===== config.mk =====
export PLATFORM = sky130hd
export DESIGN_NAME = rpn_stack_ctrl
export DESIGN_NICKNAME = d
export VERILOG_FILES = /design/src/rtl/rpn_pkg.sv /design/src/rtl/reg_load_enable.sv /design/src/rtl/rpn_stack_ctrl.sv
export SDC_FILE = /design/constraint.sdc
export NUM_CORES = 1
export LEC_CHECK = 0
export BUFFER_PORTS_ARGS = -buffer_cell sky130_fd_sc_hd__buf_2
export CELL_PAD_IN_SITES_DETAIL_PLACEMENT = 1
export CELL_PAD_IN_SITES_GLOBAL_PLACEMENT = 2
export CORE_MARGIN = 2
export CORE_UTILIZATION = 34
export CTS_CLUSTER_DIAMETER = 50
export DETAILED_ROUTE_END_ITERATION = 6
export PLACE_DENSITY = 0.93
export SETUP_SLACK_MARGIN = 0.1
export SYNTH_ARGS = -nofsm -noshare
export SYNTH_HDL_FRONTEND = slang
export SYNTH_SLANG_ARGS = --single-unit

===== constraint.sdc =====
create_clock -name CLOCK_50 -period 4.58 [get_ports CLOCK_50]
set_clock_uncertainty 0.2 [all_clocks]
set_input_delay 0.458 -clock CLOCK_50 [delete_from_list [all_inputs] [get_ports CLOCK_50]]
set_output_delay 0.458 -clock CLOCK_50 [all_outputs]
set_load 0.05 [all_outputs]

===== src/rtl/rpn_pkg.sv =====
// Shared constants for the RPN calculator: opcodes, ALU selects, sequencer
// state encodings and seven-segment patterns.
package rpn_pkg;
   localparam logic [3:0] OP_PUSH  = 4'b0001;
   localparam logic [3:0] OP_POP   = 4'b0010;
   localparam logic [3:0] OP_CLEAR = 4'b0011;
   localparam logic       OP_BIN   = 1'b1;    // cmd[3] set selects a binary op

   localparam logic [2:0] ALU_ADD = 3'b000;
   localparam logic [2:0] ALU_SUB = 3'b001;
   localparam logic [2:0] ALU_MUL = 3'b010;
   localparam logic [2:0] ALU_AND = 3'b011;
   localparam logic [2:0] ALU_OR  = 3'b100;
   localparam logic [2:0] ALU_XOR = 3'b101;

   localparam logic [3:0] S_CLR     = 4'd0;
   localparam logic [3:0] S_IDLE    = 4'd1;
   localparam logic [3:0] S_PUSH    = 4'd2;
   localparam logic [3:0] S_POP     = 4'd3;
   localparam logic [3:0] S_POP_TOS = 4'd4;
   localparam logic [3:0] S_RD_B    = 4'd5;
   localparam logic [3:0] S_RD_A    = 4'd6;
   localparam logic [3:0] S_LAT_A   = 4'd7;
   localparam logic [3:0] S_EXEC    = 4'd8;
   localparam logic [3:0] S_WR_RES  = 4'd9;
   localparam logic [3:0] S_ERR     = 4'd10;

   // Segment order gfedcba, active high.
   localparam logic [6:0] SEG_BLANK = 7'h00;
   localparam logic [6:0] SEG_MINUS = 7'h40;

   function automatic logic [6:0] hex_to_seg(input logic [3:0] v);
      case (v)
         4'h0: hex_to_seg = 7'h3F;
         4'h1: hex_to_seg = 7'h06;
         4'h2: hex_to_seg = 7'h5B;
         4'h3: hex_to_seg = 7'h4F;
         4'h4: hex_to_seg = 7'h66;
         4'h5: hex_to_seg = 7'h6D;
         4'h6: hex_to_seg = 7'h7D;
         4'h7: hex_to_seg = 7'h07;
         4'h8: hex_to_seg = 7'h7F;
         4'h9: hex_to_seg = 7'h6F;
         4'hA: hex_to_seg = 7'h77;
         4'hB: hex_to_seg = 7'h7C;
         4'hC: hex_to_seg = 7'h39;
         4'hD: hex_to_seg = 7'h5E;
         4'hE: hex_to_seg = 7'h79;
         default: hex_to_seg = 7'h71;
      endcase
   endfunction
endpackage


===== src/rtl/reg_load_enable.sv =====
// Register with synchronous active-low clear and load enable.
module reg_load_enable #(
   parameter int W = 8
) (
   input  logic         clk,
   input  logic         rst_n,
   input  logic         load,
   input  logic [W-1:0] d,
   output logic [W-1:0] q
);
   always_ff @(posedge clk) begin
      if (!rst_n)    q <= '0;
      else if (load) q <= d;
   end
endmodule


===== src/rtl/rpn_stack_ctrl.sv =====
// RPN stack sequencer: owns the stack pointer, sequences the single-port
// stack RAM and the combinational ALU, one command at a time.
module rpn_stack_ctrl
   import rpn_pkg::*;
#(
   parameter int DEPTH = 16
) (
   input  logic       CLOCK_50,
   input  logic       RESET_N,
   input  logic       cmd_valid,
   input  logic [3:0] cmd,
   input  logic [7:0] cmd_data,
   output logic       cmd_ready,
   output logic       done,
   output logic       err,
   output logic [7:0] sp,
   output logic [7:0] tos,
   output logic [7:0] ram_addr,
   output logic       ram_wr,
   output logic [7:0] ram_wdata,
   input  logic [7:0] ram_rdata,
   output logic [7:0] alu_a,
   output logic [7:0] alu_b,
   output logic [2:0] alu_op,
   input  logic [7:0] alu_result
);
   localparam logic [7:0] DEPTH_W = 8'(DEPTH);
   localparam logic [7:0] LAST_W  = 8'(DEPTH - 1);

   logic [3:0] state;
   logic [7:0] clr_cnt, rd_addr, data_q, sp_d, addr_c, wdata_c;
   logic       clr_by_cmd, nop_q, sp_load, clr_last, accept, wr_c, done_c;

   assign clr_last  = (state == S_CLR) && (clr_cnt == LAST_W);
   assign cmd_ready = (state == S_IDLE) && !nop_q;
   assign accept    = cmd_valid && cmd_ready;

   always_comb begin
      sp_load = 1'b0;
      sp_d    = sp;
      case (state)
         S_CLR:     if (clr_last) begin sp_load = 1'b1; sp_d = 8'd0; end
         S_PUSH:    begin sp_load = 1'b1; sp_d = sp + 8'd1; end
         S_POP:     if (sp == 8'd1) begin sp_load = 1'b1; sp_d = 8'd0; end
         S_POP_TOS: begin sp_load = 1'b1; sp_d = sp - 8'd1; end
         S_WR_RES:  begin sp_load = 1'b1; sp_d = sp - 8'd1; end
         default: ;
      endcase
   end

   reg_load_enable #(.W(8)) u_sp (.clk(CLOCK_50), .rst_n(RESET_N), .load(sp_load),
                                  .d(sp_d), .q(sp));
   reg_load_enable #(.W(8)) u_b  (.clk(CLOCK_50), .rst_n(RESET_N), .load(state == S_RD_A),
                                  .d(ram_rdata), .q(alu_b));
   reg_load_enable #(.W(8)) u_a  (.clk(CLOCK_50), .rst_n(RESET_N), .load(state == S_LAT_A),
                                  .d(ram_rdata), .q(alu_a));

   always_ff @(posedge CLOCK_50) begin
      if (!RESET_N) begin
         state      <= S_CLR;
         clr_cnt    <= 8'd0;
         clr_by_cmd <= 1'b0;
         nop_q      <= 1'b0;
         alu_op     <= 3'd0;
         data_q     <= 8'd0;
         rd_addr    <= 8'd0;
         tos        <= 8'd0;
         err        <= 1'b0;
      end else begin
         nop_q <= 1'b0;
         case (state)
            S_CLR: begin
               if (clr_last) begin
                  state      <= S_IDLE;
                  tos        <= 8'd0;
                  err        <= 1'b0;
                  clr_by_cmd <= 1'b0;
               end else begin
                  clr_cnt <= clr_cnt + 8'd1;
               end
            end
            S_IDLE: if (accept) begin
               alu_op <= cmd[2:0];
               data_q <= cmd_data;
               if (cmd[3] == OP_BIN) begin
                  state <= (sp < 8'd2) ? S_ERR : S_RD_B;
               end else begin
                  case (cmd)
                     OP_PUSH:  state <= (sp == DEPTH_W) ? S_ERR : S_PUSH;
                     OP_POP:   state <= (sp == 8'd0) ? S_ERR : S_POP;
                     OP_CLEAR: begin
                        state      <= S_CLR;
                        clr_cnt    <= 8'd0;
                        clr_by_cmd <= 1'b1;
                     end
                     default:  nop_q <= 1'b1;
                  endcase
               end
            end
            S_PUSH: begin
               tos   <= data_q;
               state <= S_IDLE;
            end
            // sp drops on the done edge, so a two-cycle pop decrements in POP_TOS
            S_POP: begin
               if (sp == 8'd1) begin
                  tos   <= 8'd0;
                  state <= S_IDLE;
               end else begin
                  rd_addr <= sp - 8'd2;
                  state   <= S_POP_TOS;
               end
            end
            S_POP_TOS: begin
               tos   <= ram_rdata;
               state <= S_IDLE;
            end
            S_RD_B: begin
               rd_addr <= sp - 8'd1;
               state   <= S_RD_A;
            end
            S_RD_A: begin
               rd_addr <= sp - 8'd2;
               state   <= S_LAT_A;
            end
            S_LAT_A: state <= S_EXEC;
            S_EXEC:  state <= S_WR_RES;
            S_WR_RES: begin
               tos   <= alu_result;
               state <= S_IDLE;
            end
            S_ERR: begin
               err   <= 1'b1;
               state <= S_IDLE;
            end
            default: begin
               state   <= S_CLR;
               clr_cnt <= 8'd0;
            end
         endcase
      end
   end

   always_comb begin
      addr_c  = rd_addr;
      wdata_c = 8'd0;
      wr_c    = 1'b0;
      case (state)
         S_CLR:    begin addr_c = clr_cnt; wr_c = 1'b1; end
         S_PUSH:   begin addr_c = sp; wdata_c = data_q; wr_c = 1'b1; end
         S_WR_RES: begin addr_c = sp - 8'd2; wdata_c = alu_result; wr_c = 1'b1; end
         S_RD_B:   addr_c = sp - 8'd1;
         S_RD_A:   addr_c = sp - 8'd2;
         S_POP:    if (sp > 8'd1) addr_c = sp - 8'd2;
         default: ;
      endcase
   end

   assign done_c = nop_q || (state == S_PUSH) || (state == S_POP && sp == 8'd1) ||
                   (state == S_POP_TOS) || (state == S_WR_RES) || (state == S_ERR) ||
                   (clr_last && clr_by_cmd);

   // Reset forces the combinational outputs low even though state sits in CLR.
   assign done      = RESET_N && done_c;
   assign ram_wr    = RESET_N && wr_c;
   assign ram_addr  = RESET_N ? addr_c : 8'd0;
   assign ram_wdata = RESET_N ? wdata_c : 8'd0;
endmodule


==> results.py, run 1 <==
metrics = {
    "place": {
        "gp_congestion": 0.8571,
        "hpwl_um": 9724,
        "placed_cells": 696,
        "dp_slack_ns": 1.240,
        "io_buffers": 85,
    },
    "routing": {
        "wl_per_cell_um": 18.74,
        "drc": 0,
        "drtIter0Drc": 256,
        "viasPerCell": 5.579,
        "antenna_left": 0,
        "vias": 3972,
        "dr.pass1.iters": 4,
        "totalWireLength_um": 13350,
    },
    "critical_path": {
        "cp_max_fo": 24,
        "r2r-end": "rd_addr[6]",
        "cp-end-kind": "primary output",
        "worstPathCellList": "nor2_1 -> nand3_1 -> o211ai_2 -> a221oi_2 -> nor2_1 -> buf_2",
        "critPathKind": "reg2out",
        "crit_top_cell": "nor2_1",
        "crit_end": "ram_addr[1]",
        "worstPathArrival_ns": 3.08,
        "startpoint_type": "flip-flop",
        "cp.required_ns": 3.92,
        "slowest_delay_ns": 0.89,
        "cp_slowest_cell": "dfxtp_1",
        "startpoint": "state[3]",
        "r2r_slack_ns": 1.65,
        "rr_worst_depth": 4,
        "r2r_start": "state[2]",
    },
    "power_and_ir_drop": {
        "p_per_area_nw_per_um2": 272.3,
        "p_leak_nw": 2.019,
        "irDropWorstVdd_uv": 144.2,
        "total_power_mw": 1.278,
    },
    "run": {
        "maxCapViolCount": 0,
    },
    "grt": {
        "antenna_found_initial": 0,
        "grt_start_max_net_pins": 35,
        "grt_overflow": 0,
        "grt_pass1_vias": 4026,
        "grt_pass1_wl_um": 21510,
        "grt.total_usage_pct": 21.64,
    },
    "floorplan": {
        "core_area_um2": 11420,
        "top_level_ports": 86,
        "placementRows": 39,
        "dieArea_um2": 12550,
        "dieHeight_um": 112.0,
        "fp.dieW_um": 112.0,
        "initial_utilization_pct": 34.75,
    },
    "yosys": {
        "avgSynthCellArea_um2": 7.919,
        "netlist_area_um2": 3968,
        "yosys.area.top_type_share_pct": 33.30,
        "yosysWarnings": 0,
        "ys_seq_elements": 66,
        "netlist_instances": 501,
        "synthArstFlopShare_pct": 0,
        "synthDistinctLibCells": 71,
        "syn-num-nets": 540,
        "synth_common_cells": "nand2_1 (83), dfxtp_1 (66), nor2_1 (56)",
        "yosys-top-cells-area": "dfxtp_1 (33%), nand2_1 (7.9%), nor2_1 (5.3%)",
        "synth_top_area_cell": "dfxtp_1",
        "yosysMostFrequentCell": "nand2_1",
        "ys_seq_area_share_pct": 33.30,
        "synthFlopType": "dfxtp_1",
        "synth-edff-count": 0,
    },
    "clock_network": {
        "ctsLongestPathBuffers": 2,
        "cts_tree": "done",
        "cts_resized": 0,
        "cts_made_buffers": 9,
        "cts.hold.buffers_added": 0,
        "clk_pin_slew_ns": 0.06,
        "post_cts_buffers": 0,
        "root_buffer": "clkbuf_16",
        "clock_sinks": 66,
        "h-tree-depth": 3,
        "clk_latency_ns": 0.34,
    },
    "sta": {
        "min_period_ns": 3.737,
        "drv_slew": 0,
        "final-hold-violation-count": 0,
        "setup_slack_ns": 0.8430,
        "worstMarginPinSlew_ns": 0.9992,
        "post-route-period-util_pct": 81.59,
        "fmax_mhz": 267.6,
        "slew_headroom_pct": 33.29,
        "tns_ns": 0,
        "finalSetupViolCount": 0,
        "rsz0062_at_grt": "false",
        "holdWs_ns": 0.1503,
    },
    "layout": {
        "fill_cells": 1418,
        "syn2layout_area_growth_pct": 18.29,
        "diodes": 0,
        "final_cell_count_no_fill": 712,
        "drive_gt1_share_pct": 23.55,
        "fin_nets": 603,
    },
    "outcome": {
        "status": "finished clean",
    },
    "min_path": {
        "hold_class": "in2reg",
    },
}
==> worst max-delay path: cells and delay by family, from the launching register on <==
| family | cells | cell delay [ns] |
|---|---|---|
| DFF | 1 | 0.89 |
| AOI/OAI and AO/OA | 2 | 0.77 |
| buffers and inverters | 1 | 0.23 |
| and+or+nand+nor | 3 | 0.84 |
==> metal layers <==
metal	part of all wire, %	vias up	wire length (µm)	global-route usage [%]
met2	48	83	6360	34.67
met4	2.0	0	262	8.699
met5	0	-	0	0
met1	46	1951	6145	28.90
li1	-	1920	-	-
met3	4.3	18	576	4.104
==> sequential cells by signal, indices dropped and copies added, names as in the netlist, 3 cells and up <==
name and cells:
data_q 8, u_sp.q 8, tos 8, clr_cnt 8, rd_addr 8, u_b.q 8
alu_op 3, u_a.q 8, state 4
==> metrics by stage <==
stage               utilization [%]  cell area [µm²]
floorplan                         -             3968
global placement              38.72             4422
detailed placement            38.72             4422
CTS                           41.10             4693
global route                  41.10             4693
finish                        41.10             4693
==> placed cells by master, fill, tap and decap left out, types with 5 or more instances in the layout <==
cell type	Yosys	final
mux2i_1	12	12
a21oi_1	35	35
dfxtp_1	66	66
xnor2_1	9	9
nand4_1	5	5
xor2_1	13	13
a22oi_1	14	14
o21ai_0	18	18
and3_1	8	8
clkbuf_16	0	9
or2_2	10	10
buf_2	11	85
inv_1	8	8
nand2_1	83	83
nand3_1	14	14
a211oi_1	6	6
nor3_1	9	9
a31oi_1	12	12
nor2_1	56	56
ha_1	8	8
==> how the worst min path moves through the flow <==
stage	from	to	slack [ns]	depth (start not counted)
final	cmd_data[1]	data_q[1]	0.15	3
after global routing	cmd_data[1]	data_q[1]	0.16	3
after CTS	cmd_data[7]	data_q[7]	0.15	3
after detailed placement	u_a.q[4]	u_a.q[4]	0.24	2
after global placement	u_b.q[7]	u_b.q[7]	0.24	2
after floorplan	data_q[0]	data_q[0]	0.26	2
==> report_power, final <==
| part | internal (mW) | switching (mW) |
|---|---|---|
| logic | 0.0195 | 0.0381 |
| registers | 0.576 | 0.00383 |
| clock network | 0.364 | 0.277 |
| total | 0.960 | 0.318 |
==> cell families after synthesis <==
family | Yosys count | synth area share [%]
buffers and inverters | 45 | 5.361
xor gates and xnor gates | 22 | 4.857
adders and majority gates | 8 | 2.523
AOI/OAI and AO/OA | 129 | 23.49
and+or+nand+nor | 218 | 27.15
muxes | 13 | 3.311
DFF | 66 | 33.30
==> cell type report <==
type,count,area (µm²),share of cell area (%)
well taps,143,178.9,3.812
clock inverters,7,46.29,0.9864
flip-flops and latches,66,1321,28.15
clock buffers,9,225.2,4.799
repair buffers,88,447.9,9.544
inverters,9,33.78,0.7198
multi-input cells,390,2440,51.99
Note: power is estimated with default switching activity, not from simulation.
==> run 2, diff against run 1 <==
--- a/config.mk
+++ b/config.mk
@@ -9,10 +9,10 @@
 export CELL_PAD_IN_SITES_DETAIL_PLACEMENT = 1
 export CELL_PAD_IN_SITES_GLOBAL_PLACEMENT = 2
 export CORE_MARGIN = 2
-export CORE_UTILIZATION = 34
+export CORE_UTILIZATION = 28
 export CTS_CLUSTER_DIAMETER = 50
 export DETAILED_ROUTE_END_ITERATION = 6
-export PLACE_DENSITY = 0.93
+export PLACE_DENSITY = 0.83
 export SETUP_SLACK_MARGIN = 0.1
 export SYNTH_ARGS = -nofsm -noshare
 export SYNTH_HDL_FRONTEND = slang
==> constraint.sdc (replaced) <==
create_clock -name CLOCK_50 -period 3.2 [get_ports CLOCK_50]
set_clock_uncertainty 0.2 [all_clocks]
set_input_delay 0.32 -clock CLOCK_50 [delete_from_list [all_inputs] [get_ports CLOCK_50]]
set_output_delay 0.32 -clock CLOCK_50 [all_outputs]
set_load 0.05 [all_outputs]
==> run 2 against run 1 <==
Worst hold slack got worse by 0.13 ns. Largest cell class unchanged. Sequential power grew 43%. Clock power grew 86%. Count of clock-buffer cells in the layout increased by 1.
==> results.py, run 2 (synthesis results as in run 1) <==
metrics = {
    "sta": {
        "rsz0062_at_grt": "false",
        "min_period_ns": 2.971,
        "fmax_mhz": 336.6,
        "tns_ns": 0,
        "final-hold-violation-count": 0,
        "post-route-period-util_pct": 92.84,
        "worstMarginPinSlew_ns": 0.7936,
        "finalSetupViolCount": 0,
        "slew_headroom_pct": 47.02,
        "drv_slew": 0,
    },
    "layout": {
        "diodes": 0,
        "final_cell_count_no_fill": 766,
        "fin_nets": 620,
        "final_area_um2": 5010,
        "seq_area_um2": 1330,
        "syn2layout_area_growth_pct": 26.27,
        "final_cell_mix": "nand2_1 (83), buf_2 (83), dfxtp_1 (61)",
        "fill_cells": 1698,
        "drive_gt1_share_pct": 27.99,
        "multi_input_area_um2": 2489,
    },
    "routing": {
        "drc": 0,
        "wl_per_cell_um": 18.31,
        "viasPerCell": 5.226,
        "totalWireLength_um": 14020,
        "drtIter0Drc": 254,
        "vias": 4003,
        "dr.pass1.iters": 4,
        "antenna_left": 0,
    },
    "clock_network": {
        "cts_tree": "done",
        "ctsLongestPathBuffers": 2,
        "cts.hold.buffers_added": 0,
        "cts_made_buffers": 9,
        "clock_sinks": 66,
        "root_buffer": "clkbuf_16",
        "clk_latency_ns": 0.34,
        "clk_pin_slew_ns": 0.06,
        "h-tree-depth": 3,
    },
    "power_and_ir_drop": {
        "p_per_area_nw_per_um2": 419.7,
        "total_power_mw": 2.103,
        "p_leak_nw": 2.158,
        "irDropWorstVdd_uv": 179.7,
    },
    "floorplan": {
        "placementRows": 43,
        "top_level_ports": 86,
        "dieArea_um2": 15140,
        "fp.dieW_um": 123.0,
        "dieHeight_um": 123.0,
        "core_area_um2": 13880,
        "initial_utilization_pct": 28.58,
    },
    "critical_path": {
        "cp-end-kind": "primary output",
        "cp_max_fo": 10,
        "critPathKind": "reg2out",
        "startpoint": "u_sp.q[1]",
        "critical-path-top-delay-family": "compound AO/OA/AOI/OAI gates",
        "startpoint_type": "flip-flop",
        "critPathBufInv": 2,
        "worstPathCellList": "inv_2 -> ha_1 -> nor2_4 -> nor4_4 -> o211a_1 -> o221a_2 -> o2bb2ai_2 -> buf_2",
        "r2r_start": "u_sp.q[6]",
        "worstPathArrival_ns": 2.45,
        "slowest_delay_ns": 0.47,
        "cp_slowest_cell": "dfxtp_2",
        "cp.required_ns": 2.68,
    },
    "place": {
        "hpwl_um": 10320,
        "placed_cells": 748,
        "gp_congestion": 0.9415,
        "io_buffers": 85,
        "placed_cell_area_um2": 4596,
    },
    "grt": {
        "grt_pass1_vias": 4107,
        "grt.total_usage_pct": 18.80,
        "grt_overflow": 0,
        "grt_start_max_net_pins": 40,
        "antenna_found_initial": 0,
        "grt_pass1_wl_um": 22030,
    },
    "outcome": {
        "status": "finished clean",
    },
    "run": {
        "maxCapViolCount": 0,
    },
    "min_path": {
        "hold_class": "in2reg",
        "hold_start": "cmd_data[0]",
    },
}
-- run 2: changes by cell type in the layout (fill, tap and decap cells not counted), sizes merged --
cell	previous run	this run
inv	9	10
bufinv	0	3
clkbuf	9	12
buf	88	103
clkinvlp	3	0
clkinv	4	2
-- run 2: per-stage QoR --
stage | setup slack (ns) | hold slack (ns) | utilization (%)
6_report | 0.2291 | 0.01798 | 36.09
5_1_grt | 0.06734 | 0.03466 | 36.09
4_1_cts | 0.1186 | 0.01666 | 35.76
3_5_place_dp | 0.4126 | 0.2466 | 33.11
3_3_place_gp | 0.4530 | 0.2414 | 33.11
2_1_floorplan | 0.1373 | 0.1961 | -
-- run 2: final cells by class --
cell class | instances | area share (%)
Timing Repair Buffer | 105 | 11.59
Tap cell | 180 | 4.496
Multi-Input combinational cell | 390 | 49.68
Sequential cell | 66 | 26.55
Inverter | 9 | 0.6743
Clock buffer | 10 | 4.770
Clock inverter | 6 | 2.248
-- run 2: timing repair --
item	CTS	global route
gates resized for setup	3	12
pin swaps	0	2
setup endpoints to repair	7	9
buffers inserted	0	2
-- run 2: final timing paths --
| check | to | slack (ns) | cells after the start |
|---|---|---|---|
| setup reg to reg | rd_addr[1] | 0.63 | 5 |
| hold reg to reg | u_b.q[1] | 0.26 | 2 |
| setup / recovery | ram_addr[2] | 0.23 | 8 |
| hold / removal | data_q[0] | 0.02 | 3 |
-- run 2: power by group --
| group | switching [mW] | internal [mW] | total, mW | leakage [nW] |
|---|---|---|---|---|
| Sequential | 0.00538 | 0.824 | 0.829 | 0.535 |
| Combinational | 0.0555 | 0.0301 | 0.0856 | 1.45 |
| Clock | 0.403 | 0.785 | 1.19 | 0.173 |
-- run 2: layer usage --
metal  part of all wire (%)  up-vias  GRT usage (%)
met5                      0        -              0
met4                    1.9        0          6.676
met3                    4.3       19          2.491
met2                     48       81          31.35
met1                     46     1960          24.87
li1                       -     1943              -
-- run 2: worst reg2reg max path, cell delays in order, from the launching register on --
cell      delay, ns
dfxtp_1        0.83
nor2_1         0.19
and3_1         0.26
o211ai_2       0.62
mux2i_1        0.27
nor2_1         0.06
==> run 3, diff against run 2 <==
--- a/config.mk
+++ b/config.mk
@@ -5,13 +5,15 @@
 export SDC_FILE = /design/constraint.sdc
 export NUM_CORES = 1
 export LEC_CHECK = 0
+export ABC_AREA = 1
 export BUFFER_PORTS_ARGS = -buffer_cell sky130_fd_sc_hd__buf_2
 export CELL_PAD_IN_SITES_DETAIL_PLACEMENT = 1
 export CELL_PAD_IN_SITES_GLOBAL_PLACEMENT = 2
 export CORE_MARGIN = 2
-export CORE_UTILIZATION = 28
+export CORE_UTILIZATION = 26
 export CTS_CLUSTER_DIAMETER = 50
 export DETAILED_ROUTE_END_ITERATION = 6
+export HOLD_SLACK_MARGIN = 0.1
 export PLACE_DENSITY = 0.83
 export SETUP_SLACK_MARGIN = 0.1
 export SYNTH_ARGS = -nofsm -noshare
==> run 3 against run 2 <==
Clock power is 13% lower. Die area is 10% higher. Count of clock-buffer cells in the layout is 1 lower. Critical path type unchanged. Critical endpoint is now ram_addr[7]. Largest cell class unchanged. Highest routed layer unchanged.
==> results.py, run 3 <==
metrics = {
    "floorplan": {
        "top_level_ports": 86,
        "dieArea_um2": 16720,
        "fp.dieW_um": 129.3,
        "placementRows": 45,
        "core_area_um2": 15260,
        "initial_utilization_pct": 26.76,
        "dieHeight_um": 129.3,
    },
    "grt": {
        "use_met2_pct": 32.91,
        "grt_overflow": 0,
        "grt.total_usage_pct": 18.80,
        "grt_pass1_vias": 4750,
        "grt_start_max_net_pins": 42,
        "use_met1_pct": 22.76,
        "grt.met3_usage_pct": 3.138,
        "grt_pass1_wl_um": 24260,
        "top_usage_layer": "met2",
        "antenna_found_initial": 0,
    },
    "layout": {
        "final_cell_mix": "nand2_1 (129), nor2_1 (105), buf_2 (85)",
        "layout_commonest_cell": "nand2_1",
        "fin_nets": 782,
        "diodes": 0,
        "post-route-util_pct": 34.47,
        "final_area_um2": 5260,
        "drive_gt1_share_pct": 20.86,
        "syn2layout_area_growth_pct": 28.84,
    },
    "yosys": {
        "synth_common_cells": "nand2_1 (130), nor2_1 (105), dfxtp_1 (66)",
        "syn-num-nets": 677,
        "synth_top_area_cell": "dfxtp_1",
        "synth-edff-count": 0,
        "yosys-top-cells-area": "dfxtp_1 (32%), nand2_1 (12%), nor2_1 (9.7%)",
        "synthFlopType": "dfxtp_1",
        "ys_seq_elements": 66,
        "ys_seq_area_share_pct": 32.36,
        "synthDistinctLibCells": 40,
        "avgSynthCellArea_um2": 6.399,
        "netlist_instances": 638,
        "netlist_area_um2": 4083,
        "yosysWarnings": 0,
        "synthArstFlopShare_pct": 0,
        "yosysMostFrequentCell": "nand2_1",
        "yosys.area.top_type_share_pct": 32.36,
    },
    "routing": {
        "wl_per_cell_um": 16.18,
        "drtIter0Drc": 257,
        "viasPerCell": 4.851,
        "antenna_left": 0,
        "drc": 0,
        "totalWireLength_um": 15520,
        "dr.pass1.iters": 4,
        "vias": 4652,
    },
    "critical_path": {
        "slowest_delay_ns": 0.46,
        "worstPathArrival_ns": 2.43,
        "cp_max_fo": 12,
        "crit_top_cell": "nor2_1",
        "cp.required_ns": 2.68,
        "critical-path-top-delay-family": "simple AND/OR/NAND/NOR gates",
        "critPathBufInv": 3,
        "worstPathCellList": "inv_1 -> nor2_2 -> nand2_4 -> buf_4 -> o22ai_1 -> nor2_1 -> nand3_1 -> nor2_1 -> nor2_1 -> buf_2",
        "startpoint_type": "flip-flop",
        "cp_slowest_cell": "dfxtp_1",
        "cp-end-kind": "primary output",
        "critPathKind": "reg2out",
    },
    "sta": {
        "setup_slack_ns": 0.2460,
        "worstMarginPinSlew_ns": 0.5633,
        "drv_slew": 0,
        "tns_ns": 0,
        "final-hold-violation-count": 0,
        "post-route-period-util_pct": 92.31,
        "min_period_ns": 2.954,
        "rsz0062_at_grt": "true",
        "fmax_mhz": 338.5,
        "slew_headroom_pct": 62.44,
        "finalSetupViolCount": 0,
    },
    "clock_network": {
        "clk_latency_ns": 0.35,
        "ctsLongestPathBuffers": 2,
        "root_buffer": "clkbuf_16",
        "clk_pin_slew_ns": 0.07,
        "cts_tree": "done",
        "cts_made_buffers": 9,
        "h-tree-depth": 3,
        "clock_sinks": 66,
    },
    "power_and_ir_drop": {
        "irDropWorstVdd_uv": 264.8,
        "p_per_area_nw_per_um2": 668.7,
        "p_leak_nw": 2.436,
    },
    "run": {
        "maxCapViolCount": 0,
    },
    "place": {
        "hpwl_um": 11570,
        "dp_slack_ns": 0.5670,
        "io_buffers": 85,
        "placed_cell_area_um2": 4697,
        "gp_congestion": 0.8407,
    },
    "min_path": {
        "hold_class": "in2reg",
    },
    "outcome": {
        "status": "finished clean",
    },
}
-- run 3: cell types whose count changed after synthesis, moves of 8 or more --
cell / delta
inv_1: +54
nor2_1: +49
nand2_1: +47
o21ai_0: +34
nand3_1: +31
a21oi_1: +22
a22oi_1: -13
mux2i_1: -12
clkbuf_1: -10
nand2_2: +9
and3_1: -8
o22ai_1: +8
or2_2: -8
xnor2_1: -8
-- run 3: final timing paths --
kind	startpoint	end	slack (ns)	depth (start not counted)
hold / removal	cmd[3]	state[3]	0.14	4
setup reg to reg	u_sp.q[1]	u_sp.q[5]	0.81	10
setup / recovery	state[1]	ram_addr[7]	0.25	10
hold reg to reg	data_q[5]	data_q[5]	0.26	2
-- run 3: cell families (layout without fill, tap and decap cells) --
| family | after synthesis | after routing | share of synthesized area [%] |
|---|---|---|---|
| buffers and inverters | 94 | 204 | 9.715 |
| adders and majority gates | 8 | 8 | 2.452 |
| and+or+nand+nor | 326 | 326 | 36.01 |
| DFF | 66 | 66 | 32.36 |
| xor gates and xnor gates | 7 | 7 | 1.502 |
| AOI/OAI and AO/OA | 137 | 137 | 17.96 |
-- run 3: timing repair --
| action | CTS | global route |
|---|---|---|
| setup buffers | 0 | 3 |
| hold buffers | 22 | 0 |
| setup endpoints to repair | 0 | 8 |
| endpoints found under the hold margin | 31 | 0 |
| gates resized for setup | 0 | 7 |
-- run 3: worst reg2reg max path, cell delays in order, from the launching register on --
cell        delay [ns]
dfxtp_2           0.40
clkinvlp_4        0.15
buf_4             0.17
ha_1              0.19
nand2_1           0.10
nor2_1            0.09
nand2_2           0.15
nand3_2           0.12
nor2_4            0.45
a21oi_1           0.17
nor2_1            0.12
-- run 3: cell type report --
type,instances,area (µm²)
fill,2005,9998
multi-input combinational,478,2372
sequential,66,1325
timing repair buffer,117,720.7
inverter,71,275.3
tap,211,264.0
clock buffer,9,225.2
clock inverter,7,77.57
-- run 3: stage by stage --
stage               hold slack, ns  total power [mW]  cells
detailed placement          0.2480             2.469    918
finish                      0.1354             3.518    959
CTS                         0.1101             3.534    956
global route                0.1581             3.743    959
global placement            0.2415             2.439    918
floorplan                   0.2297             2.089    638
-- run 3: where the power goes --
part | switching (mW) | internal, mW | leakage, nW
clock | 0.420 | 0.610 | 0.146
combinational | 1.10 | 0.426 | 1.76
sequential | 0.0759 | 0.889 | 0.535
total | 1.59 | 1.93 | 2.44
-- run 3: metal layers --
layer	vias up	routed length (µm)
met3	33	704
met4	0	431
li1	2289	-
met1	2199	6873
met2	131	7509
met5	-	0
